[src/rtl/seq_alu.sv]
// Multi-cycle 32-bit ALU with start/done handshake; shifts iterate one bit per cycle.
// Optional overflow flag on ADD/SUB is enabled by defining SEQ_ALU_OVF_EN.
module seq_alu (
  input  logic        clk,
  input  logic        rst,
  input  logic        start,
  input  logic [3:0]  Alu_Signal,
  input  logic [31:0] A,
  input  logic [31:0] B,
  input  logic [4:0]  shamt,
  output logic        busy,
  output logic        done,
  output logic [31:0] result,
  output logic        zero
`ifdef SEQ_ALU_OVF_EN
  ,
  output logic        overflow
`endif
);

  typedef enum logic [1:0] {IDLE, EXEC, SHIFT} state_t;

  localparam logic [3:0] OP_AND = 4'b0000;
  localparam logic [3:0] OP_OR  = 4'b0001;
  localparam logic [3:0] OP_ADD = 4'b0010;
  localparam logic [3:0] OP_XOR = 4'b0011;
  localparam logic [3:0] OP_SLL = 4'b0100;
  localparam logic [3:0] OP_SUB = 4'b0110;
  localparam logic [3:0] OP_SLT = 4'b0111;
  localparam logic [3:0] OP_SRL = 4'b1000;
  localparam logic [3:0] OP_SRA = 4'b1001;
  localparam logic [3:0] OP_LUI = 4'b1010;
  localparam logic [3:0] OP_NOR = 4'b1100;

  state_t             state;
  logic [4:0]         count;
  logic [3:0]         op_p0;
  logic signed [31:0] a_p0;
  logic signed [31:0] b_p0;
  logic [31:0]        exec_res;

  function automatic logic is_shift(input logic [3:0] op);
    return (op == OP_SLL) || (op == OP_SRL) || (op == OP_SRA);
  endfunction

  function automatic logic [31:0] alu_exec(input logic [3:0] op,
                                           input logic signed [31:0] a,
                                           input logic signed [31:0] b);
    case (op)
      OP_AND:  return a & b;
      OP_OR:   return a | b;
      OP_ADD:  return a + b;
      OP_XOR:  return a ^ b;
      OP_SUB:  return a - b;
      OP_SLT:  return (a < b) ? 32'd1 : 32'd0;
      OP_LUI:  return {b[15:0], 16'h0000};
      OP_NOR:  return ~(a | b);
      default: return 32'd0;
    endcase
  endfunction

  function automatic logic [31:0] shift_step(input logic [3:0] op, input logic [31:0] s);
    case (op)
      OP_SLL:  return {s[30:0], 1'b0};
      OP_SRL:  return {1'b0, s[31:1]};
      OP_SRA:  return {s[31], s[31:1]};
      default: return s;
    endcase
  endfunction

`ifdef SEQ_ALU_OVF_EN
  function automatic logic ovf_flag(input logic [3:0] op, input logic [31:0] a,
                                    input logic [31:0] b, input logic [31:0] r);
    case (op)
      OP_ADD:  return (a[31] == b[31]) && (r[31] != a[31]);
      OP_SUB:  return (a[31] != b[31]) && (r[31] != a[31]);
      default: return 1'b0;
    endcase
  endfunction
`endif

  assign exec_res = alu_exec(op_p0, a_p0, b_p0);

  // Control and result registers: reset aborts any operation in flight
  always_ff @(posedge clk or posedge rst) begin
    if (rst) begin
      state    <= IDLE;
      busy     <= 1'b0;
      done     <= 1'b0;
      result   <= 32'd0;
      zero     <= 1'b1;
      count    <= 5'd0;
`ifdef SEQ_ALU_OVF_EN
      overflow <= 1'b0;
`endif
    end else begin
      done <= 1'b0;
      case (state)
        IDLE: begin
          if (start) begin
            busy  <= 1'b1;
            count <= shamt;
            state <= is_shift(Alu_Signal) ? SHIFT : EXEC;
          end
        end
        EXEC: begin
          result   <= exec_res;
          zero     <= (exec_res == 32'd0);
          done     <= 1'b1;
          busy     <= 1'b0;
          state    <= IDLE;
`ifdef SEQ_ALU_OVF_EN
          overflow <= ovf_flag(op_p0, a_p0, b_p0, exec_res);
`endif
        end
        SHIFT: begin
          if (count != 5'd0) begin
            count <= count - 5'd1;
          end else begin
            result   <= b_p0;
            zero     <= (b_p0 == 32'd0);
            done     <= 1'b1;
            busy     <= 1'b0;
            state    <= IDLE;
`ifdef SEQ_ALU_OVF_EN
            overflow <= 1'b0;
`endif
          end
        end
        default: begin
          busy  <= 1'b0;
          state <= IDLE;
        end
      endcase
    end
  end

  // Operand latch; b_p0 doubles as the shift register
  always_ff @(posedge clk) begin
    if (state == IDLE && start) begin
      op_p0 <= Alu_Signal;
      a_p0  <= A;
      b_p0  <= B;
    end else if (state == SHIFT && count != 5'd0) begin
      b_p0  <= shift_step(op_p0, b_p0);
    end
  end

endmodule

[config.mk]
export PLATFORM = sky130hd
export DESIGN_NAME = seq_alu
export DESIGN_NICKNAME = d
export VERILOG_FILES = /design/src/rtl/seq_alu.sv
export SDC_FILE = /design/constraint.sdc
export NUM_CORES = 1
export LEC_CHECK = 0
export ABC_CLOCK_PERIOD_IN_PS = 3500
export BUFFER_PORTS_ARGS = -buffer_cell sky130_fd_sc_hd__buf_2
export CAP_MARGIN = 20
export CORE_MARGIN = 2
export CORE_UTILIZATION = 55
export DETAILED_ROUTE_END_ITERATION = 7
export PLACE_DENSITY = 0.79
export RECOVER_POWER = 100
export SYNTH_ARGS = -nofsm -noshare
export SYNTH_HDL_FRONTEND = slang
export SYNTH_SLANG_ARGS = --single-unit
[constraint.sdc]
create_clock -name clk -period 3.5 [get_ports clk]
set_input_delay 0.35 -clock clk [delete_from_list [all_inputs] [get_ports clk]]
set_output_delay 0.35 -clock clk [all_outputs]
set_load 0.02 [all_outputs]
==> reports/qor.yml <==
worst_setup_path:
  cp_data_required_time_ns: 3.80
  cp-start-kind: "register"
  r2r_slack_ns: -0.36
  r2r_cells: 17
  r2r_end: "zero$_DFFE_PP1P_"
  end_kind: "register"
  crit_path_cell_trace: "ha_4, inv_2, fa_2, nor2b_4, o311ai_2, buf_4, a31oi_4, a21o_1, a21o_4, a21o_1, a21oi_2, buf_4, o2111a_1, a211oi_2, a211o_1, or3_1, o31ai_2"
  cp_slowest_stage_delay_ns: 0.50
  critPathKind: "register to register"
  crit_family: "compound AO/OA/AOI/OAI gates"
  crit_end: "zero$_DFFE_PP1P_"
  worstSetupStartpoint: "b_p0[0]$_DFFE_PP_"
  critPathBufInv: 3
  worstPathMaxFanout: 4
  slowest_stage: "edfxtp_1"
  r2r-start: "b_p0[0]$_DFFE_PP_"
  worstPathArrival_ns: 4.16
  path_depth: 17
flow_run:
  cap_violations: 1
sta:
  fin_crit_sh: 1.10
  slew_violations: 30
  finalCriticalPeriod_ns: 3.86
  hold_ws_ns: 0.133
  timing.final.ws_setup_ns: -0.357
  tightest_slew_ns: 1.67
  finClkSkew_ns: 0.0241
  slew_headroom: -0.112
  rsz0062_at_grt: "true"
  fmax_mhz: 259
  hold_violations: 0
  setup_viol: 10
final_layout:
  final_cell_mix: "buf_4, a21oi_1, nor2_1"
  finalNonFillerCells: 1999
  final_area_um2: 14700
  fillers: 1335
  final_common_cell: "buf_4"
  drive_above_1_share: 0.329
  final_nets: 1914
  area_growth_pct: 39.2
cts:
  htreeDepth: 3
  ctsLongestPathBuffers: 2
  cts_sinks: 110
  clock_latency_ns: 0.38
  cts_tree: "built"
  cts.clk_slew.worst_paths_ns: 0.10
  cts_root_buf: "clkbuf_16"
  cts_made_buffers: 9
detailed_routing:
  drt-pass1-iter-count: 7
  num_vias: 13300
  postRouteAntennaNets: 0
  postRouteWirelength_mm: 48.9
  drtIter0Drc: 2302
  via_per_inst: 6.64
  route.detailed.drc: 0
  wl_per_cell_um: 24.5
global_routing:
  grt_max_degree: 50
  track_usage: 0.465
  antenna_found_initial: 2
  grt_pass1_vias: 12100
  grt_overflow: 0
  grt_pass1_wl_mm: 70.6
worst_hold_path:
  worstHoldPathCells: 1
  hold_class: "input pin to register"
synthesis:
  synth_cells: 1338
  synth_top_area_share: 0.193
  synth.area.top_cells: "edfxtp_1, ha_1, dfrtp_1"
  avgSynthCellArea_um2: 7.91
  yosys_warnings: 0
  yosysUniqueCellTypes: 77
  synth_edf_count: 68
  ys_async_sr_fraction: 0.382
  synthFlopType: "edfxtp_1"
  synth_seq_area_share: 0.292
  ys_ff_latch: 110
  yosys.area.top_type: "edfxtp_1"
  synth_area_um2: 10600
  synth.net_count: 1519
floorplanning:
  rows: 50
  initial_core_util: 0.562
  coreArea_um2: 18800
  die_x_um: 143
  fp.dieArea_um2: 20400
  ios: 111
  die_h_um: 143
outcome:
  violations: "max-capacitance violations, max-slew violations, negative setup slack"
  status: "finished with violations"
power_and_ir_drop:
  vdd_drop_max_mv: 0.553
  powerDensity_nw_per_um2: 855
  p_leak_uw: 0.00660
placement:
  portBuffers: 110
  dp_cells: 1954
  dp_hpwl_mm: 36.9
  place_congestion: 1.11
  placed_area_um2: 13700
-- cell families (layout without fill, tap and decap cells) --
logic type                 Yosys count  count (layout)  share of synthesized area
and+or+nand+nor                    396             396                      0.174
DFF                                110             110                      0.292
buffers and inverters              197             597                     0.0715
other                                0               1                          0
muxes                               25              25                     0.0250
AOI/OAI and AO/OA                  496             496                      0.304
adders and majority gates          105             105                      0.125
xor gates and xnor gates             9               9                    0.00744
-- where the power goes --
group | switching [uW] | total [uW] | leakage, uW | internal (uW)
logic | 5360 | 9250 | 0.00530 | 3890
registers | 331 | 2240 | 0.00115 | 1910
clock network | 605 | 1120 | 0.000151 | 517
-- through the flow --
step	power [uW]	util	setup WS, ns	setup TNS (ns)
after floorplan	6390	-	-0.0858	-0.0858
after global routing	13100	0.782	-0.457	-2.45
after detailed placement	10200	0.729	-0.466	-2.38
final	12600	0.783	-0.357	-1.73
after CTS	11800	0.767	-0.298	-0.707
after global placement	10100	0.729	-0.422	-1.76
-- flip-flops by register name, summed over array words and instances (netlist names) --
signal and count:
a_p0 32, b_p0 32, busy 1, count 5, done 1, op_p0 4
result 32, state 2, zero 1
-- synth_stat cells, types with 22 or more instances --
library cell,n
nor2_1,127
nor3_1,25
dfrtp_1,41
o22ai_1,24
edfxtp_1,68
inv_1,109
nand2_1,117
a22oi_1,22
a21oi_1,142
ha_1,103
nand3_1,28
a21o_1,22
o31ai_1,25
o21ai_0,103
clkbuf_1,75
-- cell type report --
| class | instances | area, um^2 | share of cell area |
|---|---|---|---|
| inverters | 109 | 410 | 0.0278 |
| well taps | 260 | 325 | 0.0221 |
| diodes | 1 | 2.50 | 0.000170 |
| clock inverters | 7 | 78.8 | 0.00535 |
| clock buffers | 9 | 225 | 0.0153 |
| flip-flops and latches | 110 | 3090 | 0.210 |
| multi-input cells | 1031 | 7310 | 0.496 |
| repair buffers | 472 | 3290 | 0.223 |
-- metal layers --
metal  share of wire  global-route usage  vias to the layer above  wire, um
met5               0                   0                        -         0
met4           0.049               0.177                        0      2390
met3            0.16               0.160                      232      8060
met2            0.40               0.660                     1189     19600
met1            0.39               0.652                     6137     18900
li1                -                   -                     5723         -
-- worst min path at each step --
| stage | from | end | slack [ns] |
|---|---|---|---|
| after floorplan | A[0] | a_p0[0]$_DFFE_PP_ | 0.45 |
| after global placement | rst | count[2]$_DFFE_PP0P_ | 0.33 |
| after detailed placement | rst | count[2]$_DFFE_PP0P_ | 0.35 |
| after CTS | A[28] | a_p0[28]$_DFFE_PP_ | 0.13 |
| after global routing | A[28] | a_p0[28]$_DFFE_PP_ | 0.14 |
| final | A[24] | a_p0[24]$_DFFE_PP_ | 0.13 |
-- repair_timing --
item,CTS,global route
pin swaps,35,32
setup buffers,13,14
gates resized for setup,72,60
setup endpoints to repair,11,14
endpoints found under the hold margin,12,0
hold buffers,1,0
(Power assumes the default switching activity.)
